`config.mk`:
```
export PLATFORM = sky130hd
export DESIGN_NAME = coso_count_ctrl
export DESIGN_NICKNAME = d
export VERILOG_FILES = /design/src/rtl/coso_count_ctrl.sv
export SDC_FILE = /design/constraint.sdc
export NUM_CORES = 1
export LEC_CHECK = 0
export ABC_AREA = 1
export CELL_PAD_IN_SITES_DETAIL_PLACEMENT = 0
export CELL_PAD_IN_SITES_GLOBAL_PLACEMENT = 1
export CORE_MARGIN = 4
export CORE_UTILIZATION = 29
export DETAILED_ROUTE_END_ITERATION = 16
export PLACE_DENSITY_LB_ADDON = 0.1
export SYNTH_ARGS = -nofsm -noshare
export SYNTH_HDL_FRONTEND = slang
export SYNTH_SLANG_ARGS = --single-unit
```
`constraint.sdc`:
```
create_clock -name clk -period 1.2 [get_ports clk]
set_input_delay 0.24 -clock clk [delete_from_list [all_inputs] [get_ports clk]]
set_output_delay 0.24 -clock clk [all_outputs]
set_load 0.05 [all_outputs]
```
`src/rtl/coso_count_ctrl.sv`:
```
// COSO TRNG ripple-counter sequencer: clear, count one beat period, settle, capture, hand off.
// Optional abort timer in ARM/COUNT is built when COSO_TIMEOUT_EN is defined.
module coso_count_ctrl #(
    parameter int unsigned width         = 16,
    parameter int unsigned settleCycles  = 4,
    parameter int unsigned timeoutCycles = 65535
) (
    input  logic             clk,
    input  logic             clr,
    input  logic             start,
    input  logic             beat,
    input  logic [width-1:0] cnt,
    output logic             cntClr,
    output logic             cntEn,
    output logic             busy,
    output logic             sampleValid,
    input  logic             sampleReady,
    output logic [width-1:0] sample,
    output logic             rndBit,
    output logic             timeoutErr
);

    // state   | meaning
    // IDLE    | waiting for start
    // CLEAR   | counter held in clear for two cycles
    // ARM     | waiting for a fresh beat rising edge
    // COUNT   | counter enabled until the next beat rising edge
    // SETTLE  | ripple chain settling, settleCycles cycles
    // CAPTURE | load output register once it is free
    typedef enum logic [2:0] {
        S_IDLE,
        S_CLEAR,
        S_ARM,
        S_COUNT,
        S_SETTLE,
        S_CAPTURE
    } state_t;

    localparam logic [7:0] SETTLE_LOAD = 8'(settleCycles - 1);

    state_t           state_q, state_d;
    logic             beat_meta_q, beat_sync_q, beat_prev_q;
    logic             beat_rise;
    logic             clr_cnt_q, clr_cnt_d;
    logic [7:0]       settle_q, settle_d;
    logic [width-1:0] sample_q;
    logic             valid_q;
    logic             capture;

    assign beat_rise = beat_sync_q & ~beat_prev_q;

`ifdef COSO_TIMEOUT_EN
    localparam logic [19:0] TMO_LOAD = 20'(timeoutCycles - 1);
    logic [19:0] tmo_q, tmo_d;
    logic        tmo_err_q, tmo_err_d;
`endif

    always_comb begin
        state_d   = state_q;
        clr_cnt_d = clr_cnt_q;
        settle_d  = settle_q;
        capture   = 1'b0;
        cntClr    = 1'b0;
        cntEn     = 1'b0;
        busy      = (state_q != S_IDLE);
        case (state_q)
            S_IDLE: begin
                if (start) begin
                    state_d   = S_CLEAR;
                    clr_cnt_d = 1'b0;
                end
            end
            S_CLEAR: begin
                cntClr    = 1'b1;
                clr_cnt_d = ~clr_cnt_q;
                if (clr_cnt_q) state_d = S_ARM;
            end
            S_ARM: begin
                if (beat_rise) state_d = S_COUNT;
            end
            S_COUNT: begin
                cntEn = 1'b1;
                if (beat_rise) begin
                    state_d  = S_SETTLE;
                    settle_d = SETTLE_LOAD;
                end
            end
            S_SETTLE: begin
                if (settle_q == 8'd0) state_d = S_CAPTURE;
                else                  settle_d = settle_q - 8'd1;
            end
            S_CAPTURE: begin
                // A held sample may be replaced on the edge it is consumed
                if (!valid_q || sampleReady) begin
                    capture = 1'b1;
                    state_d = S_IDLE;
                end
            end
            default: state_d = S_IDLE;
        endcase
`ifdef COSO_TIMEOUT_EN
        tmo_d     = tmo_q;
        tmo_err_d = tmo_err_q;
        if (state_q == S_CLEAR) begin
            tmo_d = TMO_LOAD;
        end else if (state_q == S_ARM || state_q == S_COUNT) begin
            if (tmo_q == 20'd0) begin
                state_d   = S_IDLE;
                tmo_err_d = 1'b1;
            end else begin
                tmo_d = tmo_q - 20'd1;
            end
        end
`endif
    end

    always_ff @(posedge clk) begin
        if (clr) begin
            state_q     <= S_IDLE;
            beat_meta_q <= 1'b0;
            beat_sync_q <= 1'b0;
            beat_prev_q <= 1'b0;
            clr_cnt_q   <= 1'b0;
            settle_q    <= 8'd0;
            sample_q    <= '0;
            valid_q     <= 1'b0;
        end else begin
            state_q     <= state_d;
            beat_meta_q <= beat;
            beat_sync_q <= beat_meta_q;
            beat_prev_q <= beat_sync_q;
            clr_cnt_q   <= clr_cnt_d;
            settle_q    <= settle_d;
            if (capture) begin
                sample_q <= cnt;
                valid_q  <= 1'b1;
            end else if (valid_q && sampleReady) begin
                valid_q  <= 1'b0;
            end
        end
    end

`ifdef COSO_TIMEOUT_EN
    always_ff @(posedge clk) begin
        if (clr) begin
            tmo_q     <= 20'd0;
            tmo_err_q <= 1'b0;
        end else begin
            tmo_q     <= tmo_d;
            tmo_err_q <= tmo_err_d;
        end
    end

    assign timeoutErr = tmo_err_q;
`else
    // No timer: the flag is constant low for every legal timeoutCycles
    assign timeoutErr = 1'b0 & (timeoutCycles == 0);
`endif

    assign sampleValid = valid_q;
    assign sample      = sample_q;
    assign rndBit      = sample_q[0];

endmodule

```
==> results.ini <==
[run_status]
run_status=finished, violations left
violations=negative setup slack

[power]
irDropWorstVdd_v=0.0009859
power.total_uw=5422
leakage_uw=0.001207
cellPowerDensity_nw_per_um2=1976

[die]
dieArea_sq_um=6527
die_h_um=80.79
core-area_sq_um=5107
placementRows=26
start_util_pct=30.08
io_pins=43
die_x_um=80.79

[route]
top_layer_used=met4
vias_per_cell=4.141
m1WireLength_um=1748
num_vias=1557
drc=0
drtAntennaViolNets=0
routed_wl_um=3882
wl_met3_um=187
met2WireLength_um=1891
firstDrtPassIters=4
drtIter0Drc=60
routedWlPerCell_um=10.32

[sta]
period_share_pct=119.1
holdWs_ns=0.4018
slew_violations=0
setup_ws_ns=-0.2286
finalHoldViolations=0
rsz0062_at_grt=true
setup_viol=30
period_needed_ns=1.429
fmax_mhz=700.0
clock_skew_ns=0.006850

[cts]
cts_tree=done
cts_buffers=5
worstSkewPairLatency_ns=0.27
h-tree-depth=2
path_clk_slew_ns=0.07
cts-root-buf=clkbuf_8
clockBufferDepth=2
holdBufCountCts=0
cts_sinks=32

[setup_path]
cp_data_arrival_time_ns=1.19
cp_max_fo=6
start_kind=flip-flop
end_kind=output pin
required_ns=0.96
critPathKind=flip-flop to output pin

[synthesis]
synthCells=224
synth-edff-count=0
syn_area_per_cell_sq_um=6.859
ys_ff_latch=32
synth_area_sq_um=1536
synth.distinct_cells=30
ys_seq_area_share_pct=41.69
ys.flop_type=dfxtp_1
synth_warnings=0
syn_nets=247
synthArstFlopShare_pct=0

[final_layout]
regArea_sq_um=654.4
multiInputGateArea_sq_um=832.0
final_area_sq_um=2744
area_growth_pct=78.58
drive_above_1_share_pct=34.97
antenna_cells=0
fin_nets=328
fillers=508

[grt]
grt_max_degree=17
antenna_found_initial=0
grt_pass1_vias=1476
grt_pass1_wl_um=6630
grt_use_total_pct=13.36
globalRouteOverflowTotal=0

[placement]
hpwl_um=2931
port-buffer-count=41
placed_cell_area_sq_um=2515
place_ws_ns=-0.3053
place_congestion=0.7965

[min_path]
hold_class=flip-flop to flip-flop

[flow_run]
max_cap_viol_count=0

worst paths after layout:
| path | from | endpoint | slack [ns] | cells past startpoint |
|---|---|---|---|---|
| worst max-delay path | state_q[1]$_SDFFE_PP0P_ | cntClr | -0.23 | 4 |
| worst min register to register | beat_meta_q$_SDFF_PP0_ | beat_sync_q$_SDFF_PP0_ | 0.40 | 2 |
| worst max register to register | state_q[1]$_SDFFE_PP0P_ | settle_q[3]$_SDFFE_PP0P_ | -0.13 | 8 |
| worst min-delay path | beat_meta_q$_SDFF_PP0_ | beat_sync_q$_SDFF_PP0_ | 0.40 | 2 |
worst max-delay path: stages (launching register included):
cell	delay, ns
dfxtp_4	0.37
buf_4	0.14
nor3_4	0.15
buf_6	0.13
buf_12	0.12
power by group:
part           total, uW  internal [uW]  switching (uW)
clock network        894            523             371
registers           1450           1260             186
logic               3080           1490            1590
total               5420           3280            2150
registers in the layout, summed over array words and instances, names as in the netlist:
register	flops
beat_meta_q	1
sampleValid	1
beat_sync_q	1
clr_cnt_q	1
beat_prev_q	1
settle_q	8
sample	16
state_q	3
logic make-up (layout without fill, tap and decap cells):
kind of cell,after synthesis,after routing,synth area share [%]
flip-flops,32,32,41.69
AO/OA/AOI/OAI,28,28,10.67
adder cells (fa/ha/maj),2,2,1.628
AND/OR/NAND/NOR,127,127,35.18
buffers and inverters,31,113,8.875
XOR/XNOR,3,3,1.710
other,1,1,0.2441
cells in the mapped netlist (2+ instances only):
library cell   n  area (sq um)
o21ai_1       11         55.05
nor2_2         3         18.77
inv_2          4         15.01
nor2_1        67         251.5
xor2_1         2         17.52
o21ai_0        8         40.04
nand2_1       39         146.4
dfxtp_1       32         640.6
nand3_2        2         20.02
buf_4          2         15.01
a21oi_2        5         43.79
clkbuf_1       2         7.510
a21oi_1        2         10.01
inv_1         18         67.56
nand3_1        9         45.04
ha_1           2         25.02
nand4_1        3         18.77
metal layers:
metal / up-vias / track usage, %
li1: 865 / -
met1: 657 / 15.54
met2: 31 / 23.26
met3: 4 / 3.659
met4: 0 / 5.236
met5: - / 0
repair_timing:
action / CTS / global route
setup buffers: 6 / 0
endpoints found under the setup margin: 30 / 31
hold endpoints to repair: 0 / 0
pin swaps: 4 / 1
resized for setup: 14 / 7
cell type report:
| type | instances | share of cell area, % |
|---|---|---|
| sequential | 32 | 23.85 |
| tap | 70 | 3.192 |
| timing repair buffer | 81 | 35.16 |
| inverter | 24 | 3.830 |
| clock buffer | 8 | 3.648 |
| multi-input combinational | 161 | 30.32 |
cells in the final DEF (no fill, tap or decap), drive strengths merged, types with 2 or more instances in the layout:
cell / n
buf: 61
o21ai: 19
clkbuf: 8
nand3: 12
inv: 23
ha: 2
nand4: 3
xor2: 2
dfxtp: 32
nor2: 70
clkdlybuf4s50: 20
nand2: 41
a21oi: 7
per-stage QoR:
| stage | cells | utilization [%] | setup TNS (ns) |
|---|---|---|---|
| 2_1_floorplan | 224 | - | -0.6322 |
| 3_3_place_gp | 362 | 49.24 | -6.029 |
| 3_5_place_dp | 362 | 49.24 | -6.180 |
| 4_1_cts | 376 | 53.28 | -3.109 |
| 5_1_grt | 376 | 53.72 | -6.041 |
| 6_report | 376 | 53.72 | -2.939 |
(Power assumes the default switching activity.)
